## src/rtl/music_pkg.sv

```systemverilog
// Shared definitions for the melody sequencer: FSM states, note-word layout
// and the half-period table (12 MHz clocks per half cycle of each pitch).
package music_pkg;

  typedef enum logic [1:0] {StIdle, StFetch, StPlay, StGap} state_e;

  localparam int unsigned PitchMsb = 7;
  localparam int unsigned PitchLsb = 4;
  localparam int unsigned DurMsb   = 3;
  localparam int unsigned DurLsb   = 0;

  // Entry 0 is a rest; 9..15 are one octave above 2..8.
  localparam logic [15:0] PITCH_HALF [16] = '{
    16'd0,     16'd22989, 16'd20478, 16'd18237, 16'd17192, 16'd15306, 16'd13636, 16'd12876,
    16'd11472, 16'd10239, 16'd9118,  16'd8596,  16'd7653,  16'd6818,  16'd6438,  16'd5736
  };

endpackage

```

## src/rtl/tone_gen.sv

```systemverilog
// Square-wave generator: toggles its registered output every half_period clocks
// while enabled; restart clears the phase and forces the output low.
module tone_gen (
  input  logic        clk,
  input  logic        rst_n,
  input  logic        restart,
  input  logic [15:0] half_period,
  input  logic        enable,
  output logic        wave
);

  logic [15:0] cnt_q, cnt_d;
  logic        wave_q, wave_d;

  always_comb begin
    cnt_d  = cnt_q;
    wave_d = wave_q;
    if (restart) begin
      cnt_d  = '0;
      wave_d = 1'b0;
    end else if (enable) begin
      if (cnt_q == half_period - 16'd1) begin
        cnt_d  = '0;
        wave_d = ~wave_q;
      end else begin
        cnt_d = cnt_q + 16'd1;
      end
    end
  end

  always_ff @(posedge clk or negedge rst_n) begin
    if (!rst_n) begin
      cnt_q  <= '0;
      wave_q <= 1'b0;
    end else begin
      cnt_q  <= cnt_d;
      wave_q <= wave_d;
    end
  end

  assign wave = wave_q;

endmodule

```

## src/rtl/melody_player.sv

```systemverilog
// Melody sequencer: plays pitch/duration entries from a writable note RAM onto
// the speaker pin with a silent gap after each note, optional looping and done.
module melody_player
  import music_pkg::*;
#(
  parameter int unsigned DEPTH     = 32,
  parameter int unsigned TICK_DIV  = 750000,
  parameter int unsigned GAP_CLKS  = 120000,
  parameter int unsigned DIV_SHIFT = 0,
  localparam int unsigned ADDR_W   = $clog2(DEPTH)
) (
  input  logic              clk,
  input  logic              rst_n,
  input  logic              start,
  input  logic              stop,
  input  logic              loop,
  input  logic [ADDR_W:0]   song_len,
  input  logic              wr_en,
  input  logic [ADDR_W-1:0] wr_addr,
  input  logic [7:0]        wr_data,
  output logic              speaker_out,
  output logic              busy,
  output logic              done,
  output logic [ADDR_W-1:0] note_idx
);

  // One timer serves both the tick divider in PLAY and the gap count in GAP.
  localparam int unsigned     TmrMax   = (TICK_DIV > GAP_CLKS) ? TICK_DIV : GAP_CLKS;
  localparam int unsigned     TmrW     = $clog2(TmrMax + 1);
  localparam logic [TmrW-1:0] TickLast = TmrW'(TICK_DIV - 1);
  localparam logic [TmrW-1:0] GapLast  = TmrW'(GAP_CLKS - 1);

  state_e            state_q, state_d;
  logic [ADDR_W-1:0] note_idx_q, note_idx_d;
  logic [ADDR_W:0]   len_q, len_d;
  logic [TmrW-1:0]   tmr_q, tmr_d;
  logic [3:0]        dur_q, dur_d;
  logic              done_q, done_d;
  logic [7:0]        rd_q, rd_d;
  logic [7:0]        mem_q [DEPTH];

  logic [3:0]  note_pitch, note_dur;
  logic [15:0] half_raw, half_period;
  logic        accept, play_end, gap_end, last_note, restart, tone_en;

  assign note_pitch  = rd_q[PitchMsb:PitchLsb];
  assign note_dur    = rd_q[DurMsb:DurLsb];
  assign half_raw    = PITCH_HALF[note_pitch] >> DIV_SHIFT;
  assign half_period = (half_raw == '0) ? 16'd1 : half_raw;
  assign accept      = start && !stop && (song_len != '0);
  assign play_end    = (tmr_q == TickLast) && (dur_q == note_dur);
  assign gap_end     = (tmr_q == GapLast);
  assign last_note   = ({1'b0, note_idx_q} + (ADDR_W + 1)'(1)) == len_q;

  always_ff @(posedge clk or negedge rst_n) begin
    if (!rst_n) state_q <= StIdle;
    else        state_q <= state_d;
  end

  always_comb begin
    state_d = state_q;
    if (stop) begin
      state_d = StIdle;
    end else begin
      case (state_q)
        StIdle:  if (accept) state_d = StFetch;
        StFetch: state_d = StPlay;
        StPlay:  if (play_end) state_d = StGap;
        StGap:   if (gap_end) state_d = (!last_note || loop) ? StFetch : StIdle;
        default: state_d = StIdle;
      endcase
    end
  end

  always_comb begin
    busy    = (state_q != StIdle);
    tone_en = (state_q == StPlay) && (note_pitch != 4'd0);
    // Clearing on the last PLAY cycle as well guarantees a low pin through GAP.
    restart = (state_q != StPlay) || (state_d != StPlay);
  end

  always_comb begin
    note_idx_d = note_idx_q;
    len_d      = len_q;
    tmr_d      = tmr_q;
    dur_d      = dur_q;
    done_d     = 1'b0;
    rd_d       = (state_q == StFetch) ? mem_q[note_idx_q] : rd_q;
    if (stop) begin
      note_idx_d = '0;
      tmr_d      = '0;
      dur_d      = '0;
    end else begin
      case (state_q)
        StIdle: begin
          if (accept) begin
            len_d      = song_len;
            note_idx_d = '0;
          end
        end
        StFetch: begin
          tmr_d = '0;
          dur_d = '0;
        end
        StPlay: begin
          if (tmr_q == TickLast) begin
            tmr_d = '0;
            dur_d = play_end ? 4'd0 : dur_q + 4'd1;
          end else begin
            tmr_d = tmr_q + TmrW'(1);
          end
        end
        StGap: begin
          if (gap_end) begin
            tmr_d = '0;
            if (!last_note) begin
              note_idx_d = note_idx_q + ADDR_W'(1);
            end else begin
              note_idx_d = '0;
              done_d     = !loop;
            end
          end else begin
            tmr_d = tmr_q + TmrW'(1);
          end
        end
        default: ;
      endcase
    end
  end

  always_ff @(posedge clk or negedge rst_n) begin
    if (!rst_n) begin
      note_idx_q <= '0;
      len_q      <= '0;
      tmr_q      <= '0;
      dur_q      <= '0;
      done_q     <= 1'b0;
      rd_q       <= '0;
    end else begin
      note_idx_q <= note_idx_d;
      len_q      <= len_d;
      tmr_q      <= tmr_d;
      dur_q      <= dur_d;
      done_q     <= done_d;
      rd_q       <= rd_d;
    end
  end

  // Read-before-write: a same-cycle write and fetch of one address returns old data.
  always_ff @(posedge clk) begin
    if (wr_en) mem_q[wr_addr] <= wr_data;
  end

  tone_gen u_tone (
    .clk         (clk),
    .rst_n       (rst_n),
    .restart     (restart),
    .half_period (half_period),
    .enable      (tone_en),
    .wave        (speaker_out)
  );

  assign done     = done_q;
  assign note_idx = note_idx_q;

endmodule

```

## config.mk

```make
export PLATFORM = sky130hd
export DESIGN_NAME = melody_player
export DESIGN_NICKNAME = d
export VERILOG_FILES = /design/src/rtl/music_pkg.sv /design/src/rtl/tone_gen.sv /design/src/rtl/melody_player.sv
export SDC_FILE = /design/constraint.sdc
export NUM_CORES = 1
export LEC_CHECK = 0
export CORE_MARGIN = 2
export CORE_UTILIZATION = 32
export DETAILED_ROUTE_END_ITERATION = 10
export GPL_TIMING_DRIVEN = 0
export PLACE_DENSITY = 0.53
export RECOVER_POWER = 50
export SLEW_MARGIN = 0
export SYNTH_ARGS = -nofsm -noshare
export SYNTH_HDL_FRONTEND = slang
export SYNTH_SLANG_ARGS = --single-unit
```

## constraint.sdc

```tcl
create_clock -name clk -period 3.4 [get_ports clk]
set_input_delay 0.34 -clock clk [delete_from_list [all_inputs] [get_ports clk]]
set_output_delay 0.34 -clock clk [all_outputs]
set_load 0.02 [all_outputs]
```

Yosys cells after proc, flatten, opt, wreduce, memory -nomap -nowiden --
Memories as Yosys holds them, arrays and structs flattened. A register that Yosys moved wholly into a read port is not among the register bits. Index checks and enable logic that the tools add are counted.
Storage, ports and cells: output and inout bits 8, register bits 55, input port bits 25, bits in writable memories 256, logic and storage cells 91, memories 2, memory bits (read-only) 256
Memory list:
- (no name shown) | words 16, bits a word 16, read ports 1, clocked after Yosys merged registers in 0, wr ports 0, line melody_player.sv:48 | assign half_raw = PITCH_HALF[note_pitch] >> DIV_SHIFT;
- mem_q | words 32, bits a word 8, read ports 1, clocked after Yosys merged registers in 1, wr ports 1, line melody_player.sv:40 | logic [7:0] mem_q [DEPTH];
Operators by class: reductions and logical operators 24, bitwise gates (word level) 3, muxes and demuxes 34, equal/unequal tests 13, magnitude comparators 1, add/subtract/negate cells 6
Operator list (number):
- 16-bit 2-to-1 mux | 6
- 20-bit 2-to-1 mux | 3
- 20-bit one-hot mux with 3 select lines | 1
- 20-bit by 1-bit adder with 20-bit output, second input constant | 1
- 20-bit by 17-bit == test with 1-bit output, second input constant | 1
- 20-bit == test, second input constant | 1
- 5-bit 2-to-1 mux | 4
- 16-bit by 1-bit adder with 16-bit output, second input constant | 1
- 16-bit == test | 1
- 16-bit logical NOT | 1
- 16-bit by 1-bit subtractor with 16-bit output, second input constant | 1
- 4-bit 2-to-1 mux | 3
- 1-bit 2-to-1 mux | 10
- 5-bit one-hot mux with 2 select lines | 1
- 3-bit != test, second input constant | 3
- 2-bit 2-to-1 mux | 4
- 2-bit one-hot mux with 4 select lines | 1
- 4-bit one-hot mux with 2 select lines | 1
- 4-bit nonzero test | 2
- 5-bit by 1-bit adder with 6-bit output, second input constant | 1
- 6-bit == test | 1
- 3-bit AND reduction | 2
- 2-bit nonzero test | 3
- 3-bit nonzero test | 2
- 15 further kinds | 26

Longest topological paths before layout --
Gate-level depths: netlist of run 1.
word-level depth 12, gate-level depth with buffers 16, depth with buffers taken out 14

Cells and area by module --
From an unflattened synthesis of run 1, not the netlist that was laid out.
Unflattened totals: cells, all modules 944, area total of the unflattened synthesis 14296.2 sq um
Modules (own cells, without submodules):
- melody_player | area each 12836.1 sq um, instances 1, cells each 772, sequential area each 8838.5 sq um
- tone_gen | area each 1460.2 sq um, instances 1, cells each 172, sequential area each 425.4 sq um

Worst setup path after synthesis of run 1 --
OpenSTA, ideal clock, no wires.
path type reg2reg, start reg rd_q[5], read port of mem_q, end reg u_tone.wave_q (netlist: u_tone.wave), path slack -213 ps, stages on the path, launching flop included 16, buffers on the path 1, clock period less this slack 3613 ps, library setup time 125 ps, data arrival time 3488 ps, data required time 3275 ps, cell sequence dfrtp_1 -> buf_2 -> inv_1 -> ha_1 -> nor3_1 -> and3_1 -> o211ai_1 -> and2_1 -> ha_1 -> or2_2 -> o211a_1 -> o31ai_1 -> o2111ai_1 -> nor4_4 -> nand2_2 -> mux2_4
On the way: longest elaborated chain between the ends 10, elaborated cells between the ends (all ways) 13, those cells by class add/sub (1); eq/ne (1); mux (3); bitwise (1); reduce/logical (6); memory (1)
RTL lines:
- start, declared | line melody_player.sv:39 | logic [7:0] rd_q, rd_d;
- 4-bit NOT with 5-bit output (not written as such) | line melody_player.sv:48
- memory read 16 x 16 bit
- 16-bit 2-to-1 mux (not written as such) (2 in series) | line melody_player.sv:48
- 16-bit logical NOT | line melody_player.sv:49 | assign half_period = (half_raw == '0) ? 16'd1 : half_raw;
- 16-bit 2-to-1 mux | line melody_player.sv:49
- 16-bit by 1-bit subtractor with 16-bit output | line tone_gen.sv:22 | if (cnt_q == half_period - 16'd1) begin
- 16-bit == test | line tone_gen.sv:22
- 2-bit nonzero test (no source line)
- 2-bit AND reduction (no source line) *
- end signal, assigned | line tone_gen.sv:37 | wave_q <= wave_d;
- end, declared | line tone_gen.sv:13 | logic wave_q, wave_d;
Every way passes the cells marked *; elsewhere a longest branch is shown, timed or not. The select of a mux whose other input is x is not followed. A chain may end at the register's enable or synchronous reset.

Final worst setup path of run 1 --
start reg rd_q[4], read port of mem_q, end reg u_tone.cnt_q[8]
On the way: longest elaborated chain between the ends 11, elaborated cells between the ends (all ways) 14, those cells by class add/sub (1); eq/ne (1); mux (6); bitwise (1); reduce/logical (4); memory (1)
RTL lines:
- 4-bit NOT with 5-bit output (not written as such) | line melody_player.sv:48
- memory read 16 x 16 bit
- 16-bit 2-to-1 mux (not written as such) (2 in series) | line melody_player.sv:48
- 16-bit logical NOT | line melody_player.sv:49
- 16-bit 2-to-1 mux | line melody_player.sv:49
- 16-bit by 1-bit subtractor with 16-bit output | line tone_gen.sv:22
- 16-bit == test | line tone_gen.sv:22
- 16-bit 2-to-1 mux | line tone_gen.sv:22
- 16-bit 2-to-1 mux | line tone_gen.sv:21 | end else if (enable) begin
- 16-bit 2-to-1 mux | line tone_gen.sv:18 | if (restart) begin
- end signal, assigned | line tone_gen.sv:36 | cnt_q <= cnt_d;
- end, declared | line tone_gen.sv:12 | logic [15:0] cnt_q, cnt_d;
Parallel ways exist; a longest one is shown, timed or not. The select of a mux whose other input is x is not followed.

==> results of run 1 <==
[final cells by class]
class                      instances  area share (%)
buffer                            39            1.21
clock buffer                      44            5.50
clock inverter                    16            1.20
inverter                          14           0.409
multi-input combinational        516            28.2
sequential                       319            56.1
tap                              585            4.43
timing repair buffer              55            2.95
[flip-flops by register name, indices dropped and copies added, names as in the netlist]
name          flops
mem_q           256
tmr_q            20
u_tone.cnt_q     16
rd_q              8
len_q             6
note_idx          5
dur_q             4
state_q           2
done              1
u_tone.wave       1
[cell usage in the layout, fill, tap and decap left out, types with 5 or more instances in the layout]
| cell type | instances |
|---|---|
| sky130_fd_sc_hd__nand3_1 | 22 |
| sky130_fd_sc_hd__mux2i_1 | 11 |
| sky130_fd_sc_hd__xnor2_1 | 18 |
| sky130_fd_sc_hd__o31ai_1 | 5 |
| sky130_fd_sc_hd__mux2_2 | 9 |
| sky130_fd_sc_hd__clkbuf_1 | 34 |
| sky130_fd_sc_hd__xor2_1 | 25 |
| sky130_fd_sc_hd__nand2b_1 | 6 |
| sky130_fd_sc_hd__dfrtp_1 | 60 |
| sky130_fd_sc_hd__clkinv_1 | 6 |
| sky130_fd_sc_hd__or3_1 | 9 |
| sky130_fd_sc_hd__buf_4 | 23 |
| sky130_fd_sc_hd__nor2_2 | 8 |
| sky130_fd_sc_hd__buf_2 | 5 |
| sky130_fd_sc_hd__mux4_2 | 82 |
| sky130_fd_sc_hd__nand3b_1 | 7 |
| sky130_fd_sc_hd__clkdlybuf4s50_1 | 23 |
| sky130_fd_sc_hd__edfxtp_1 | 256 |
| sky130_fd_sc_hd__inv_1 | 12 |
| sky130_fd_sc_hd__clkbuf_16 | 35 |
| sky130_fd_sc_hd__dlygate4sd3_1 | 8 |
| sky130_fd_sc_hd__nand4_1 | 9 |
| sky130_fd_sc_hd__nand2_1 | 54 |
| sky130_fd_sc_hd__nor3_1 | 9 |
| sky130_fd_sc_hd__and3_1 | 11 |
| sky130_fd_sc_hd__a31oi_1 | 5 |
| sky130_fd_sc_hd__o21ai_0 | 54 |
| sky130_fd_sc_hd__a211o_1 | 5 |
| sky130_fd_sc_hd__ha_1 | 8 |
| sky130_fd_sc_hd__nor2_1 | 75 |
| sky130_fd_sc_hd__a21oi_1 | 12 |
[worst register-to-register path: cells and delay by family, from the launching register on]
kind | cells | cell delay (ns)
simple gates | 5 | 1.02
compound gates | 5 | 0.96
buf+inv | 4 | 0.53
flops | 1 | 0.41
fa+ha+maj | 2 | 0.40
[what timing repair did]
action / in CTS / in global routing
hold buffers: 1 / 0
resized for setup: 20 / 23
setup endpoints to repair: 25 / 20
endpoints found under the hold margin: 63 / 0
pin swaps: 8 / 18
gates cloned: 0 / 1
buffers inserted: 12 / 9
[power breakdown]
part | internal, mW | switching (mW)
Sequential | 4.31 | 0.0553
Combinational | 0.524 | 0.688
Clock | 2.20 | 1.53
[how the worst min path moves through the flow]
stage / startpoint / cells past startpoint / slack (ns) / endpoint
4_1_cts: song_len[5] / 2 / 0.47 / len_q[5]
5_1_grt: song_len[5] / 2 / 0.48 / len_q[5]
2_1_floorplan: rst_n / 0 / 0.04 / done
3_5_place_dp: rst_n / 1 / 0.49 / u_tone.cnt_q[10]
3_3_place_gp: rd_q[1] / 2 / 0.49 / rd_q[1]
6_report: song_len[5] / 2 / 0.50 / len_q[5]
[layer usage]
metal / GRT usage, % / vias up / share of wire [%]
li1: - / 3660 / -
met1: 21.7 / 4235 / 48
met2: 22.4 / 197 / 46
met3: 2.55 / 38 / 4.7
met4: 3.57 / 0 / 1.5
met5: 0 / - / 0
[stage by stage]
stage,util [%],setup TNS [ns],hold slack [ns],total power [mW],cells
final,38.3,-0.0796,0.496,9.31,1588
after global routing,38.3,-1.92,0.478,9.68,1588
after CTS,38.0,0,0.467,9.34,1578
after detailed placement,35.0,-9.72,0.489,5.48,1505
after global placement,35.0,-26.15,0.485,5.47,1505
after floorplan,-,0,0.0444,5.16,888
[cells by family (layout without fill, tap and decap cells)]
kind of cell | count (synthesis) | count (layout) | synth area share (%)
flip-flops | 319 | 319 | 66.1
AND/OR/NAND/NOR | 245 | 245 | 8.58
AO/OA/AOI/OAI | 112 | 112 | 5.04
multiplexers | 103 | 103 | 14.8
buffers and inverters | 53 | 168 | 1.68
XOR/XNOR | 43 | 43 | 2.69
adder cells (fa/ha/maj) | 13 | 13 | 1.16
==> key figures, run 1 <==
Run status
  • Run status: finished, violations left
  • Violated checks: capacitance limit, slew limit, setup timing

Global routing
  • Largest net degree at the start of global routing: 64
  • Via count of the first global-routing pass: 8158
  • All-Layer GR Usage: ~15%
  • Global-route wire length before repair: between 50000 and 60000 microns
  • Global route total overflow: 0
  • Number of antenna violations at the first check in global routing: 1

Placement
  • DP Area: 15100 sq um
  • Port-buffer cells: 32
  • Dpl ws: -0.557 ns
  • Weighted congestion at the end of routability-driven global placement: 0.814
  • Post-detail-place hpwl: between 20000 and 25000 microns

Critical path
  • Cell-by-cell trace of the critical path: buf_6 -> inv_8 -> ha_4 -> nor4_4 -> o211ai_1 -> and2_4 -> ha_4 -> and4_4 -> a2111o_1 -> o21ai_2 -> o2111ai_2 -> nor4_4 -> buf_4 -> a21o_1 -> buf_6 -> nor2_1
  • R2r worst-path depth: 16
  • Worst setup path start: rd_q[4]
  • Arr. time, crit path: 3.83 ns
  • CP max FO: 5
  • Critical Path Max Stage Delay: 0.41 ns
  • Sort of element at the end of the critical path: flip-flop
  • Worst Setup EP: u_tone.cnt_q[8]
  • Critical Path Source Type: flip-flop
  • End of the worst register-to-register path: u_tone.cnt_q[8]
  • Data required time of the critical path: 3.81 ns
  • Slowest stage cell, crit path: sky130_fd_sc_hd__dfrtp_2
  • Critical Setup Path Class: flip-flop to flip-flop
  • Critical path's top delay family: simple AND/OR/NAND/NOR gates
  • Reg2Reg Setup Slack: -0.02 ns
  • Number of cells on the critical path: 16
  • Reg-to-reg critical path startpoint: rd_q[4]
  • Sum of buffers and inverters on the critical path: 4

STA
  • Setup repair after global routing missed its margin: yes
  • Hold violation total from the final report: 0
  • Period utilisation layout: 101%
  • Setup violation total in the final timing report: 9
  • Final critical-path setup slack: -0.0206 ns
  • Slew at the pin with the worst max-slew slack: approximately 1.6 ns
  • Slew margin rel.: -8.25%
  • Top achievable clock speed: a little under 0.3 GHz
  • Clock period minus worst slack: roughly 3.4 ns
  • Final-report max-slew violation count: 97
  • Largest clock skew in the final design: approximately 0.015 ns

Floorplan
  • Die Y-Extent: between 200 and 250 microns
  • Die Footprint: 45500 sq um
  • I/O pins: 33
  • Core outline area: around 43000 sq um
  • Die width: 213 microns
  • Total number of placement rows: 76
  • Starting Density: about a third

Clock network
  • Deepest clock path buffer count: 3
  • CTS tree: built
  • CTS root buf: sky130_fd_sc_hd__clkbuf_16
  • Num Clock Sinks: around 320
  • Number of H-tree levels: 2
  • Clock slew at the register clock pins of the worst setup and hold paths: about 0.06 ns
  • Clock buffer count from CTS: 35
  • Clk_lat worst skew: ~0.53 ns

Logic synthesis
  • Fraction of the yosys area taken by sequential cells: between 60 and 70%
  • Share of synthesized registers carrying an async set or reset: 19.7%
  • Syn avg cell area: ~16 sq um
  • Main area contributors after synthesis: sky130_fd_sc_hd__edfxtp_1 (55%), sky130_fd_sc_hd__mux4_2 (13%), sky130_fd_sc_hd__dfrtp_1 (11%), sky130_fd_sc_hd__nor2_1 (2.2%), sky130_fd_sc_hd__o21ai_0 (2.0%)
  • Number of enable flip-flop cells after synthesis: between 200 and 300
  • Syn Nets: 926
  • Yosys warnings: 0
  • Leading post-synthesis cells by instance count: sky130_fd_sc_hd__edfxtp_1 (256), sky130_fd_sc_hd__nor2_1 (83), sky130_fd_sc_hd__mux4_2 (82)
  • Synth Register Bits: between 300 and 400
  • Leading cell type by number of instances after synthesis: sky130_fd_sc_hd__edfxtp_1
  • Mapped Cells: a little under 900
  • Largest area contributor in the netlist: sky130_fd_sc_hd__edfxtp_1
  • Number of distinct library cells after synthesis: 64
  • Main flop type after synthesis: sky130_fd_sc_hd__edfxtp_1
  • Combined area of all synthesized cells: about 14000 sq um
  • Share of Yosys cell area claimed by the top area cell type: between 50% and 60%

Detailed routing
  • Antenna Nets Post-Route: 0
  • Final wirelength: 32700 microns
  • Routed length per placed instance: just over 20 microns
  • Iteration-0 DRC count of the detailed router: roughly 730
  • Number of vias per cell: 5.12
  • First-pass detailed-route iteration total: 4
  • Vias: between 8000 and 9000
  • Drc violations: 0

Final layout
  • Fraction of layout instances using a drive strength above 1: ~21%
  • Summed area of non-filler cells in the final layout: 16500 sq um
  • Count of antenna diodes in the layout: 0
  • Area growth from synthesis to final layout: 17.9%
  • Area used by multi-input combinational logic: roughly 4700 sq um
  • Footprint of the flip-flops and latches: roughly 9300 sq um
  • Post-layout net count: between 1000 and 1500
  • Filler cell count in the final layout: around 4100

Flow run
  • # Max-Cap Violations: 2

Hold path
  • Worst min-delay path class: input port to flip-flop

Power
  • Leakage power total: between 5 and 6 nW
  • Worst vdd ir: 0.000297 V
  • Power density over the cells: 563 nW/um^2
Power figures use the tool's default switching activity.
==> run 2, diff against run 1 <==
--- a/config.mk
+++ b/config.mk
@@ -7,6 +7,7 @@
 export LEC_CHECK = 0
 export CORE_MARGIN = 2
 export CORE_UTILIZATION = 32
+export CTS_CLUSTER_SIZE = 16
 export DETAILED_ROUTE_END_ITERATION = 10
 export GPL_TIMING_DRIVEN = 0
 export PLACE_DENSITY = 0.53
==> results of run 2 <==
Final layout, timing and power as in run 1 (identical DEF).
